`config.mk`:
```
export PLATFORM = sky130hd
export DESIGN_NAME = vga_box_renderer
export DESIGN_NICKNAME = d
export VERILOG_FILES = /design/src/rtl/vga_box_renderer.sv
export SDC_FILE = /design/constraint.sdc
export NUM_CORES = 1
export LEC_CHECK = 0
export ABC_CLOCK_PERIOD_IN_PS = 7300
export CORE_MARGIN = 4
export CORE_UTILIZATION = 59
export CTS_BUF_LIST = sky130_fd_sc_hd__clkbuf_8
export CTS_CLUSTER_DIAMETER = 200
export CTS_CLUSTER_SIZE = 14
export DETAILED_ROUTE_END_ITERATION = 16
export PLACE_DENSITY = 0.89
export SYNTH_ARGS = -nofsm -noshare
export SYNTH_HDL_FRONTEND = slang
export SYNTH_SLANG_ARGS = --single-unit
```
`constraint.sdc`:
```
create_clock -name clock50MHz -period 7.3 [get_ports clock50MHz]
set_clock_uncertainty 0.1 [all_clocks]
set_input_delay 1.825 -clock clock50MHz [delete_from_list [all_inputs] [get_ports clock50MHz]]
set_output_delay 1.825 -clock clock50MHz [all_outputs]
set_load 0.01 [all_outputs]
```
`src/rtl/vga_box_renderer.sv`:
```
// rtl/vga_box_renderer.sv - bouncing-box pixel stage with one-pixel registered RGB and sync alignment
module vga_box_renderer #(
  parameter int H_ACTIVE = 640,
  parameter int V_ACTIVE = 480,
  parameter int BOX_SIZE = 32,
  parameter int STEP     = 2,
  parameter int X_START  = 0,
  parameter int Y_START  = 0
) (
  input  logic        clock50MHz,
  input  logic        inReset,
  input  logic        pixelEnable,
  input  logic        inHSync,
  input  logic        inVSync,
  input  logic        displayEnable,
  input  logic [9:0]  pixelX,
  input  logic [9:0]  pixelY,
  input  logic [11:0] boxColor,
  input  logic [11:0] bgColor,
  input  logic        pause,
  output logic        hSync,
  output logic        vSync,
  output logic [3:0]  outRed,
  output logic [3:0]  outGreen,
  output logic [3:0]  outBlue,
  output logic [7:0]  frameCount
);

  typedef enum logic {RIGHT = 1'b0, LEFT = 1'b1} x_dir_t;
  typedef enum logic {DOWN = 1'b0, UP = 1'b1} y_dir_t;

  // 11-bit copies so position + size + step never wraps during comparisons
  localparam logic [10:0] H11    = 11'(H_ACTIVE);
  localparam logic [10:0] V11    = 11'(V_ACTIVE);
  localparam logic [10:0] BOX11  = 11'(BOX_SIZE);
  localparam logic [10:0] STEP11 = 11'(STEP);
  localparam logic [9:0]  STEP10 = 10'(STEP);
  localparam logic [9:0]  X_MAX  = 10'(H_ACTIVE - BOX_SIZE);
  localparam logic [9:0]  Y_MAX  = 10'(V_ACTIVE - BOX_SIZE);
  localparam logic [9:0]  X_INIT = 10'(X_START);
  localparam logic [9:0]  Y_INIT = 10'(Y_START);

  logic [9:0] box_x;
  logic [9:0] box_y;
  x_dir_t     dir_x;
  y_dir_t     dir_y;
  logic       vs_prev;

  logic       frame_tick;
  logic       in_box;
  logic [9:0] next_box_x;
  logic [9:0] next_box_y;
  x_dir_t     next_dir_x;
  y_dir_t     next_dir_y;

  assign frame_tick = vs_prev & ~inVSync;

  // Box hit test against the position held before any update on this pixel
  always_comb begin
    in_box = ({1'b0, pixelX} >= {1'b0, box_x}) &&
             ({1'b0, pixelX} <  ({1'b0, box_x} + BOX11)) &&
             ({1'b0, pixelY} >= {1'b0, box_y}) &&
             ({1'b0, pixelY} <  ({1'b0, box_y} + BOX11));
  end

  // Horizontal bounce: clamp to the edge and reverse when the next step would leave the area
  always_comb begin
    next_box_x = box_x;
    next_dir_x = dir_x;
    if (dir_x == RIGHT) begin
      if (({1'b0, box_x} + STEP11 + BOX11) > H11) begin
        next_box_x = X_MAX;
        next_dir_x = LEFT;
      end else begin
        next_box_x = box_x + STEP10;
      end
    end else begin
      if (box_x < STEP10) begin
        next_box_x = 10'd0;
        next_dir_x = RIGHT;
      end else begin
        next_box_x = box_x - STEP10;
      end
    end
  end

  // Vertical bounce: same rules as horizontal, bounded by the active line count
  always_comb begin
    next_box_y = box_y;
    next_dir_y = dir_y;
    if (dir_y == DOWN) begin
      if (({1'b0, box_y} + STEP11 + BOX11) > V11) begin
        next_box_y = Y_MAX;
        next_dir_y = UP;
      end else begin
        next_box_y = box_y + STEP10;
      end
    end else begin
      if (box_y < STEP10) begin
        next_box_y = 10'd0;
        next_dir_y = DOWN;
      end else begin
        next_box_y = box_y - STEP10;
      end
    end
  end

  // Render stage: syncs and colour registered together so they stay aligned at the pins
  always_ff @(posedge clock50MHz or negedge inReset) begin
    if (!inReset) begin
      hSync    <= 1'b1;
      vSync    <= 1'b1;
      outRed   <= 4'd0;
      outGreen <= 4'd0;
      outBlue  <= 4'd0;
    end else if (pixelEnable) begin
      hSync <= inHSync;
      vSync <= inVSync;
      if (!displayEnable) begin
        {outRed, outGreen, outBlue} <= 12'd0;
      end else if (in_box) begin
        {outRed, outGreen, outBlue} <= boxColor;
      end else begin
        {outRed, outGreen, outBlue} <= bgColor;
      end
    end
  end

  // Frame detection on the vSync falling edge; counting continues while paused
  always_ff @(posedge clock50MHz or negedge inReset) begin
    if (!inReset) begin
      vs_prev    <= 1'b1;
      frameCount <= 8'd0;
    end else if (pixelEnable) begin
      vs_prev <= inVSync;
      if (frame_tick) begin
        frameCount <= frameCount + 8'd1;
      end
    end
  end

  // Motion FSMs: position and direction advance once per frame unless paused
  always_ff @(posedge clock50MHz or negedge inReset) begin
    if (!inReset) begin
      box_x <= X_INIT;
      box_y <= Y_INIT;
      dir_x <= RIGHT;
      dir_y <= DOWN;
    end else if (pixelEnable && frame_tick && !pause) begin
      box_x <= next_box_x;
      box_y <= next_box_y;
      dir_x <= next_dir_x;
      dir_y <= next_dir_y;
    end
  end

endmodule

```
==> summary.md <==
| Metric | Value |
|---|---|
| Outcome | `finished, final reports clean` |
| Hold WS | `0.374 ns` |
| Initial drt markers | `178` |
| Initial Util | `0.620` |
| CP Data Required Time | `7.43 ns` |
| WP data arrival | `4.94 ns` |
| Max-Cap Viols | `0` |
| CP Launch Type | `input port` |
| RePlAce Congestion | `0.880` |
| Power Density | `262 nW/um^2` |
| Worst-path clk slew | `0.08 ns` |
| CTS tree | `done` |
| Vias per cell | `6.25` |
| CTS buffer count | `5` |
| Share of layout cells above drive strength 1 | `0.0577` |
| Fin. max-slew vios | `0` |
| Register area share after synthesis | `0.280` |
| Final setup viols | `0` |
| Aggregate global-route resource usage | `0.249` |
| Clock root buffer | `clkbuf_8` |
| Number of post-CTS setup repair buffers | `0` |
| PostCTS Resize Cnt | `0` |
| Die footprint | `7710 um^2` |
| Buf/Inv on CP | `1` |
| Antenna Cells | `0` |
| Largest net degree at the start of global routing | `43` |
| Drt first pass iters | `4` |
| CP endpoint kind | `register` |
| Period utilization | `0.658` |
| Row count | `28` |
| Least-Margin Pin Slew | `1.12 ns` |
| Residual DRC | `0` |
| Die Span Y | `87.8 um` |
| Initial antenna violation count | `0` |
| Min cycle time layout | `4.81 ns` |
| Hold bufs inserted after CTS | `0` |
| RSZ-0062 raised after global routing | `false` |
| Peak supply drop | `0.194 mV` |
| Setup Crit Path Kind | `input port to register` |
| Post-synth EDFFs | `0` |
| Critical path, cell by cell | `clkdlybuf4s50_1, and3b_1, nand2b_1, or3_1, a211oi_1, a211o_1` |
| Worst-skew pair later-pin latency | `0.29 ns` |
| DRT Wirelength | `9.36 mm` |
| Setup TNS | `0 ns` |
| Routed Antenna Nets | `0` |
| Max incr delay on CP | `1.21 ns` |
| Critical-path maximum fanout | `34` |
| Critical path's slowest cell | `clkdlybuf4s50_1` |
| FFs w/ async S/R, synth | `1.00` |
| Synth cell types | `65` |
| Max clock buf depth | `2` |
| Synth warnings | `0` |
| Total gr overflow | `0` |
| Area growth syn-to-layout | `19.9%` |
| Top cell type's share of synthesized area | `0.266` |
| Post-synthesis register bit count | `42` |
| Area leader, netlist | `dfrtp_1` |
| Ys flop type | `dfrtp_1` |
| Wire per inst | `16.2 um` |
| Leak | `1.90 nW` |
| Global-route wire length before repair | `15.7 mm` |
| Vias in the first global route | `3529` |
| Fmax | `0.208 GHz` |
| Synthesized net count | `546` |
| Family with the most delay on the worst path | `simple AND/OR/NAND/NOR gates` |
| Buffers on Ports | `70` |
| I/O pin cnt | `73` |
| TritonCTS sink count | `42` |
| Nets@finish | `592` |
| Hpwl dp | `6.91 mm` |
| Hold Vio Cnt, Final | `0` |
| Die width | `87.8 um` |
| Relative slew slack | `0.254` |
| Core region area | `6060 um^2` |
| DR vias | `3615` |
| Number of H-tree levels | `2` |
| Ranking of synthesized cells by area | `dfrtp_1, ha_1, nand3_1, nand2_1, a21o_1` |
| Avg Inst Size Synth | `8.24 um^2` |
| Hold Crit Class | `register to register` |
| Post-Synthesis Cells | `456` |
| Netlist area before placement | `3760 um^2` |
==> report_power, final <==
group	leakage, nW	internal (W)	total [W]	switching (W)
clock	0.0579	0.000101	0.000184	0.0000833
sequential	0.510	0.000287	0.000400	0.000113
combinational	1.33	0.000286	0.000597	0.000311
total	1.90	0.000673	0.00118	0.000507
==> flip-flops by register name (all words and copies together), names as in the netlist <==
register    cells
box_x           9
box_y           9
frameCount      8
outBlue         4
outGreen        4
outRed          4
dir_x           1
dir_y           1
hSync           1
vs_prev         1
==> cell usage after synthesis (5+ instances only) <==
cell type	instances
mux2_2	5
xnor2_1	16
nor4_1	5
nor2_1	19
nand3_1	36
or3_1	7
o211ai_1	6
clkbuf_1	19
a211oi_1	7
nand4_1	7
nand2_1	39
a21oi_1	21
nor3_1	12
ha_1	39
dfrtp_1	40
inv_1	35
and3_1	6
buf_2	8
a21o_1	19
o221ai_1	12
o21ai_0	23
==> layer usage <==
layer,wire length (um),GRT usage,vias up,share of wire
li1,-,-,1758,-
met1,3880,0.308,1698,0.41
met4,167,0.0767,0,0.018
met5,0,0,-,0
met2,4810,0.444,138,0.51
met3,506,0.0386,21,0.054
==> kinds of logic (layout without fill, tap and decap cells) <==
| kind of cell | Yosys count | count (layout) | share of synthesized area |
|---|---|---|---|
| fa+ha+maj | 39 | 39 | 0.130 |
| simple gates | 152 | 152 | 0.209 |
| mux | 5 | 5 | 0.0150 |
| buf+inv | 69 | 116 | 0.0789 |
| compound gates | 131 | 131 | 0.245 |
| flops | 42 | 42 | 0.280 |
| xor+xnor | 18 | 18 | 0.0419 |
==> placed cells by master (no fill, tap or decap), types with 3 or more instances in the layout <==
master and instances:
nand2_1 39, nor3_1 12, or3_1 7, mux2_2 5, o211ai_1 6, a211oi_1 7
clkdlybuf4s50_1 69, inv_1 35, or2_2 3, o21bai_1 4, a21o_1 19, nor2_1 19
and3_1 6, xnor2_1 16, o21a_1 4, nand4_1 7, o21ai_1 3, nor4_1 5
clkbuf_8 5, nand2b_1 3, ha_1 39, a21oi_1 21, o22ai_1 4, a31oi_1 4
nand3_1 36, o21ai_0 23, o221ai_1 12, dfrtp_1 40, a41oi_1 3
==> per-stage QoR <==
stage               power [W]  area, um^2  cells  setup slack [ns]  utilization
floorplan            0.000816        3760    456              3.62            -
global placement     0.000962        4400    570              2.25        0.726
detailed placement   0.000993        4400    570              2.23        0.726
CTS                   0.00118        4510    578              2.53        0.744
global route          0.00128        4510    578              2.22        0.744
finish                0.00118        4510    578              2.49        0.744
==> path summary, 6_finish.rpt <==
path | from | cells past startpoint | slack [ns] | endpoint
worst max-delay path | pixelEnable | 6 | 2.49 | box_x[7]$_DFFE_PN0P_
worst min-delay path | frameCount[7]$_DFFE_PN0P_ | 1 | 0.37 | frameCount[7]$_DFFE_PN0P_
worst max register to register | box_y[5]$_DFFE_PN0P_ | 9 | 3.67 | outBlue[1]$_DFFE_PN0P_
worst min register to register | frameCount[7]$_DFFE_PN0P_ | 1 | 0.37 | frameCount[7]$_DFFE_PN0P_
max in group asynchronous | inReset | 1 | 4.91 | box_y[4]$_DFFE_PN0P_
min in group asynchronous | inReset | 1 | 1.59 | box_x[8]$_DFFE_PN0P_
==> layout make-up <==
cell class | instances | area [um^2]
tap | 75 | 93.8
clock inverter | 3 | 40.0
clock buffer | 5 | 68.8
fill | 444 | 1550
timing repair buffer | 71 | 703
multi-input combinational | 345 | 2410
inverter | 37 | 139
sequential | 42 | 1050
Note: power is estimated with default switching activity, not from simulation.
